[config.mk]
export PLATFORM = sky130hd
export DESIGN_NAME = fetch_unit
export DESIGN_NICKNAME = d
export VERILOG_FILES = /design/src/rtl/fetch_unit_pkg.sv /design/src/rtl/fetch_unit_if_id_reg.sv /design/src/rtl/fetch_unit.sv
export SDC_FILE = /design/constraint.sdc
export NUM_CORES = 1
export LEC_CHECK = 0
export ABC_AREA = 1
export CORE_MARGIN = 2
export CORE_UTILIZATION = 51
export DETAILED_ROUTE_END_ITERATION = 8
export PLACE_DENSITY = 0.87
export RECOVER_POWER = 100
export SETUP_SLACK_MARGIN = 0.5
export SYNTH_ARGS = -nofsm -noshare
export SYNTH_HDL_FRONTEND = slang
export SYNTH_SLANG_ARGS = --single-unit
export TNS_END_PERCENT = 100
[constraint.sdc]
create_clock -name clk -period 2.5 [get_ports clk]
set_input_delay 0.375 -clock clk [delete_from_list [all_inputs] [get_ports clk]]
set_output_delay 0.375 -clock clk [all_outputs]
set_load 0.02 [all_outputs]
[src/rtl/fetch_unit_pkg.sv]
// rtl/fetch_unit_pkg.sv - shared constants, IF/ID widths and state encoding for the fetch stage
package fetch_unit_pkg;

  localparam logic [31:0] DEFAULT_NOP_INSTR = 32'h0000_0000;
  localparam logic [31:0] DEFAULT_RESET_PC  = 32'h0000_0000;

  // IF/ID field widths, shared with the decode stage
  localparam int IF_ID_INSTR_W = 32;
  localparam int IF_ID_PC_W    = 32;

  typedef enum logic {
    ST_RUN  = 1'b0,
    ST_HALT = 1'b1
  } fetch_state_e;

endpackage

[src/rtl/fetch_unit_if_id_reg.sv]
// rtl/fetch_unit_if_id_reg.sv - IF/ID pipeline register with hold, bubble insert and reset
module if_id_reg
  import fetch_unit_pkg::*;
#(
  parameter logic [IF_ID_INSTR_W-1:0] NOP_INSTR = DEFAULT_NOP_INSTR
) (
  input  logic                     clk,
  input  logic                     rst,
  input  logic                     i_hold,
  input  logic                     i_flush,
  input  logic [IF_ID_INSTR_W-1:0] i_instr,
  input  logic [IF_ID_PC_W-1:0]    i_pc,
  input  logic [IF_ID_PC_W-1:0]    i_pc4,
  output logic [IF_ID_INSTR_W-1:0] o_instr,
  output logic [IF_ID_PC_W-1:0]    o_pc,
  output logic [IF_ID_PC_W-1:0]    o_pc4,
  output logic                     o_valid
);

  logic [IF_ID_INSTR_W-1:0] r_instr;
  logic [IF_ID_PC_W-1:0]    r_pc;
  logic [IF_ID_PC_W-1:0]    r_pc4;
  logic                     r_valid;

  // A bubble only rewrites instr/valid; the PC fields keep their last value
  always_ff @(posedge clk) begin
    if (rst) begin
      r_instr <= NOP_INSTR;
      r_pc    <= '0;
      r_pc4   <= '0;
      r_valid <= 1'b0;
    end else if (i_flush) begin
      r_instr <= NOP_INSTR;
      r_valid <= 1'b0;
    end else if (!i_hold) begin
      r_instr <= i_instr;
      r_pc    <= i_pc;
      r_pc4   <= i_pc4;
      r_valid <= 1'b1;
    end
  end

  assign o_instr = r_instr;
  assign o_pc    = r_pc;
  assign o_pc4   = r_pc4;
  assign o_valid = r_valid;

endmodule

[src/rtl/fetch_unit.sv]
// rtl/fetch_unit.sv - instruction fetch stage: PC, next-PC selection, RUN/HALT control, IF/ID
module fetch_unit
  import fetch_unit_pkg::*;
#(
  parameter logic [31:0] RESET_PC   = DEFAULT_RESET_PC,
  parameter int          IMEM_DEPTH = 256,
  parameter logic [31:0] NOP_INSTR  = DEFAULT_NOP_INSTR
) (
  input  logic        clk,
  input  logic        rst,
  input  logic        stall,
  input  logic        branch_taken,
  input  logic [31:0] branch_target,
  input  logic        halt,
  output logic [31:0] imem_addr,
  input  logic [31:0] imem_instr,
  output logic [31:0] if_id_instr,
  output logic [31:0] if_id_pc,
  output logic [31:0] if_id_pc4,
  output logic        if_id_valid,
  output logic        pc_oor,
  output logic        misalign_err,
  output logic [31:0] fetch_count
);

  localparam logic [31:0] LP_DEPTH = 32'(IMEM_DEPTH);

  fetch_state_e r_state;
  fetch_state_e w_state_next;
  logic [31:0]  r_pc;
  logic [31:0]  r_fetch_count;
  logic         r_misalign;
  logic [31:0]  w_pc4;
  logic [31:0]  w_pc_next;
  logic         w_flush;
  logic         w_hold;
  logic         w_count_inc;
  logic         w_set_misalign;

  assign w_pc4 = r_pc + 32'd4;

  // Priority in RUN: halt > branch > stall > sequential fetch
  always_comb begin
    w_state_next   = r_state;
    w_pc_next      = r_pc;
    w_flush        = 1'b0;
    w_hold         = 1'b0;
    w_count_inc    = 1'b0;
    w_set_misalign = 1'b0;
    case (r_state)
      ST_RUN: begin
        if (halt) begin
          w_state_next = ST_HALT;
          w_flush      = 1'b1;
        end else if (branch_taken) begin
          w_pc_next      = {branch_target[31:2], 2'b00};
          w_flush        = 1'b1;
          w_set_misalign = |branch_target[1:0];
        end else if (stall) begin
          w_hold = 1'b1;
        end else begin
          w_pc_next   = w_pc4;
          w_count_inc = 1'b1;
        end
      end
      ST_HALT: begin
        w_flush = 1'b1;
      end
      default: begin
        w_state_next = ST_RUN;
      end
    endcase
  end

  always_ff @(posedge clk) begin
    if (rst) begin
      r_state       <= ST_RUN;
      r_pc          <= RESET_PC;
      r_fetch_count <= '0;
      r_misalign    <= 1'b0;
    end else begin
      r_state <= w_state_next;
      r_pc    <= w_pc_next;
      if (w_count_inc) r_fetch_count <= r_fetch_count + 32'd1;
      if (w_set_misalign) r_misalign <= 1'b1;
    end
  end

  if_id_reg #(
    .NOP_INSTR (NOP_INSTR)
  ) u_if_id (
    .clk     (clk),
    .rst     (rst),
    .i_hold  (w_hold),
    .i_flush (w_flush),
    .i_instr (imem_instr),
    .i_pc    (r_pc),
    .i_pc4   (w_pc4),
    .o_instr (if_id_instr),
    .o_pc    (if_id_pc),
    .o_pc4   (if_id_pc4),
    .o_valid (if_id_valid)
  );

  assign imem_addr    = r_pc;
  assign pc_oor       = (r_pc >> 2) >= LP_DEPTH;
  assign misalign_err = r_misalign;
  assign fetch_count  = r_fetch_count;

endmodule

==> flow_summary.yaml <==
logic_synthesis:
  synthTopCellsByArea: "dfxtp_1 42%, nand2_1 15%, a21oi_1 8.4%, nor2_1 6.7%, o21ai_0 4.6%"
  synth_edf_count: 0
  synthesis.instances: 1077
  synth.top_cell.area_share_pct: 42.35
  async_reset_ff_share_pct: 0
  postSynthAreaPerCell_um2: 6.891
  yosysSeqAreaShare_pct: 42.35
  yosysWarnings: 0
  synth_seq_cells: 157
  synth_top_cell_by_area: "dfxtp_1"
  netlist_area_um2: 7422
  synthFlopType: "dfxtp_1"
  ys_types: 34
detailed_routing:
  wl_per_cell_um: 15.84
  vias_per_cell: 5.339
  totalWireLength_um: 23490
  drc_errors: 0
  drt_iter0_markers: 755
  ant_nets: 0
  drtPass1Iterations: 5
  vias: 7918
sta:
  fin_crit_ps: 2111
  fin_skew_ps: 10.15
  hold_violations: 0
  setup_slack_ps: 388.5
  finalCritPeriodShare_pct: 84.46
  slew_viol_final: 0
  setup_tns_ps: 0
  tightestPinTransition_ps: 806.8
  setup_viol_count_final: 0
  fmax_mhz: 473.6
  max_slew_margin_pct: 46.21
  rsz0062_at_grt: "true"
worst_hold_path:
  holdPathStages: 4
  hold_class: "in2reg"
global_route:
  antenna_found_initial: 0
  grt-ovfl-total: 0
  grt_pass1_vias: 7440
  grt_pass1_wl_um: 37360
  grt_max_degree: 76
  track_usage_pct: 29.53
clock_network:
  clkLatencyLatePin_ps: 430
  numCtsBuffers: 17
  cts_sinks: 157
  cts.reportedPaths.clkPinSlew_ps: 60
  root_buffer: "clkbuf_16"
  cts_tree: "yes"
  cts_buffer_depth: 2
  htreeDepth: 4
die:
  core_um2: 14370
  die_h_um: 124.6
  die_w_um: 124.6
  initial_core_util_pct: 51.65
  num_rows: 44
  die-area_um2: 15530
  io_pins: 232
flow_run:
  max-cap-violations: 0
pwr:
  powerDensity_nw_per_um2: 592.5
  totalPowerFinal_mw: 6.175
  leakage_nw: 4.507
  peakVddDrop_uv: 529.2
placement:
  place_ws_ps: 351.8
  gp_congestion: 0.9375
  io_buffer_count: 225
  dpl_cell_area_um2: 9816
  hpwl_um: 16250
critical_path:
  crit_path_start_kind: "input pin"
  worstRegToRegCells: 8
  cp-end-kind: "flip-flop"
  critPathKind: "in2reg"
  required_ps: 2800
  cp_max_fo: 13
  arrival_ps: 2410
cells_and_area:
  design_area_um2: 10420
  layout.nets: 1358
  area_growth_pct: 40.41
  diodes: 0
  layout_commonest_cell: "nand2_1"
  fill_cells: 1110
  final_cell_mix: "287 x nand2_1, 155 x dlygate4sd3_1, 144 x dfxtp_1, 139 x nor2_1, 124 x a21oi_1"
  layout-drive-gt1-share_pct: 7.313
outcome:
  status: "finished clean"
==> area by class of cell <==
class	instances	area, um2	area share [%]
clock buffers	20	446.7	4.286
clock inverters	12	166.4	1.597
inverters	78	292.8	2.809
multi-input cells	790	3754	36.02
flip-flops and latches	157	3159	30.32
well taps	184	230.2	2.209
repair buffers	242	2372	22.76
==> path summary, 6_finish.rpt <==
| kind | from | endpoint | slack (ps) |
|---|---|---|---|
| setup / recovery | halt | fetch_count[25]$_SDFFE_PP0P_ | 390 |
| hold / removal | rst | fetch_count[6]$_SDFFE_PP0P_ | 420 |
| setup reg to reg | r_state$_SDFF_PP0_ | fetch_count[25]$_SDFFE_PP0P_ | 590 |
| hold reg to reg | u_if_id.o_pc[13]$_SDFFE_PP0P_ | u_if_id.o_pc[13]$_SDFFE_PP0P_ | 460 |
==> sequential cells by signal, summed over array words and instances (netlist names) <==
register / cells
fetch_count: 32
u_if_id.o_instr: 32
imem_addr: 30
u_if_id.o_pc4: 30
u_if_id.o_pc: 30
misalign_err: 1
r_state: 1
u_if_id.o_valid: 1
==> synthesized netlist by cell type, types with 4 or more instances <==
master    instances
a21oi_1         124
buf_4             7
nor4_1            6
nor2_2           12
nor2_4            9
inv_1            73
xor2_1           15
clkbuf_1         33
buf_2            15
xnor2_1           5
nand3_1          40
nand4_1           7
nand3b_1          6
nand2_2           6
dfxtp_1         157
nor3_1           20
o21ai_0          68
o21a_1            5
inv_2             5
o21bai_1         22
nand2_1         287
o21ai_1           4
nor2_1          133
==> report_power, final <==
group          internal (mW)  leakage [nW]  switching [mW]
combinational          0.328          2.92           0.429
clock                   1.69         0.304            1.03
sequential              2.59          1.28           0.106
total                   4.61          4.51            1.57
==> logic make-up after synthesis <==
family                   Yosys count  share of synthesized area (%)
AND/OR/NAND/NOR                  533                          30.78
flip-flops                       157                          42.35
buffers and inverters            135                          7.434
XOR/XNOR                          21                          2.579
other                              1                        0.05052
adder cells (fa/ha/maj)            3                         0.5058
AO/OA/AOI/OAI                    227                          16.30
==> metal layers <==
metal / part of all wire [%] / GRT usage (%) / wire length [um] / vias to the layer above
met5: 0 / 0 / 0 / -
met4: 2.2 / 10.71 / 524 / 0
met3: 7.5 / 7.603 / 1754 / 49
met2: 48 / 49.18 / 11370 / 346
met1: 42 / 36.99 / 9851 / 3640
li1: - / - / - / 3883
==> worst max-delay path: stages <==
cell and delay (ps):
dlygate4sd3_1 550, nor2_1 330, nand3_4 240, nor2_1 350, nand3_1 130, nor2_1 220, nand3_1 100, nand2_1 70
nor2_1 40
==> per-stage QoR <==
step	util (%)	hold slack (ps)	instances
after floorplan	-	487.8	1082
after global placement	68.31	444.5	1451
after detailed placement	68.31	454.3	1451
after CTS	72.76	411.8	1483
after global routing	72.53	461.3	1483
final	72.53	423.4	1483
==> repair_timing <==
| item | CTS | global route |
|---|---|---|
| hold buffers | 0 | 0 |
| resized for setup | 15 | 10 |
| setup buffers | 0 | 0 |
| setup endpoints to repair | 3 | 7 |
| pin swaps | 3 | 2 |
No activity file was read; power rests on OpenSTA's default activity.
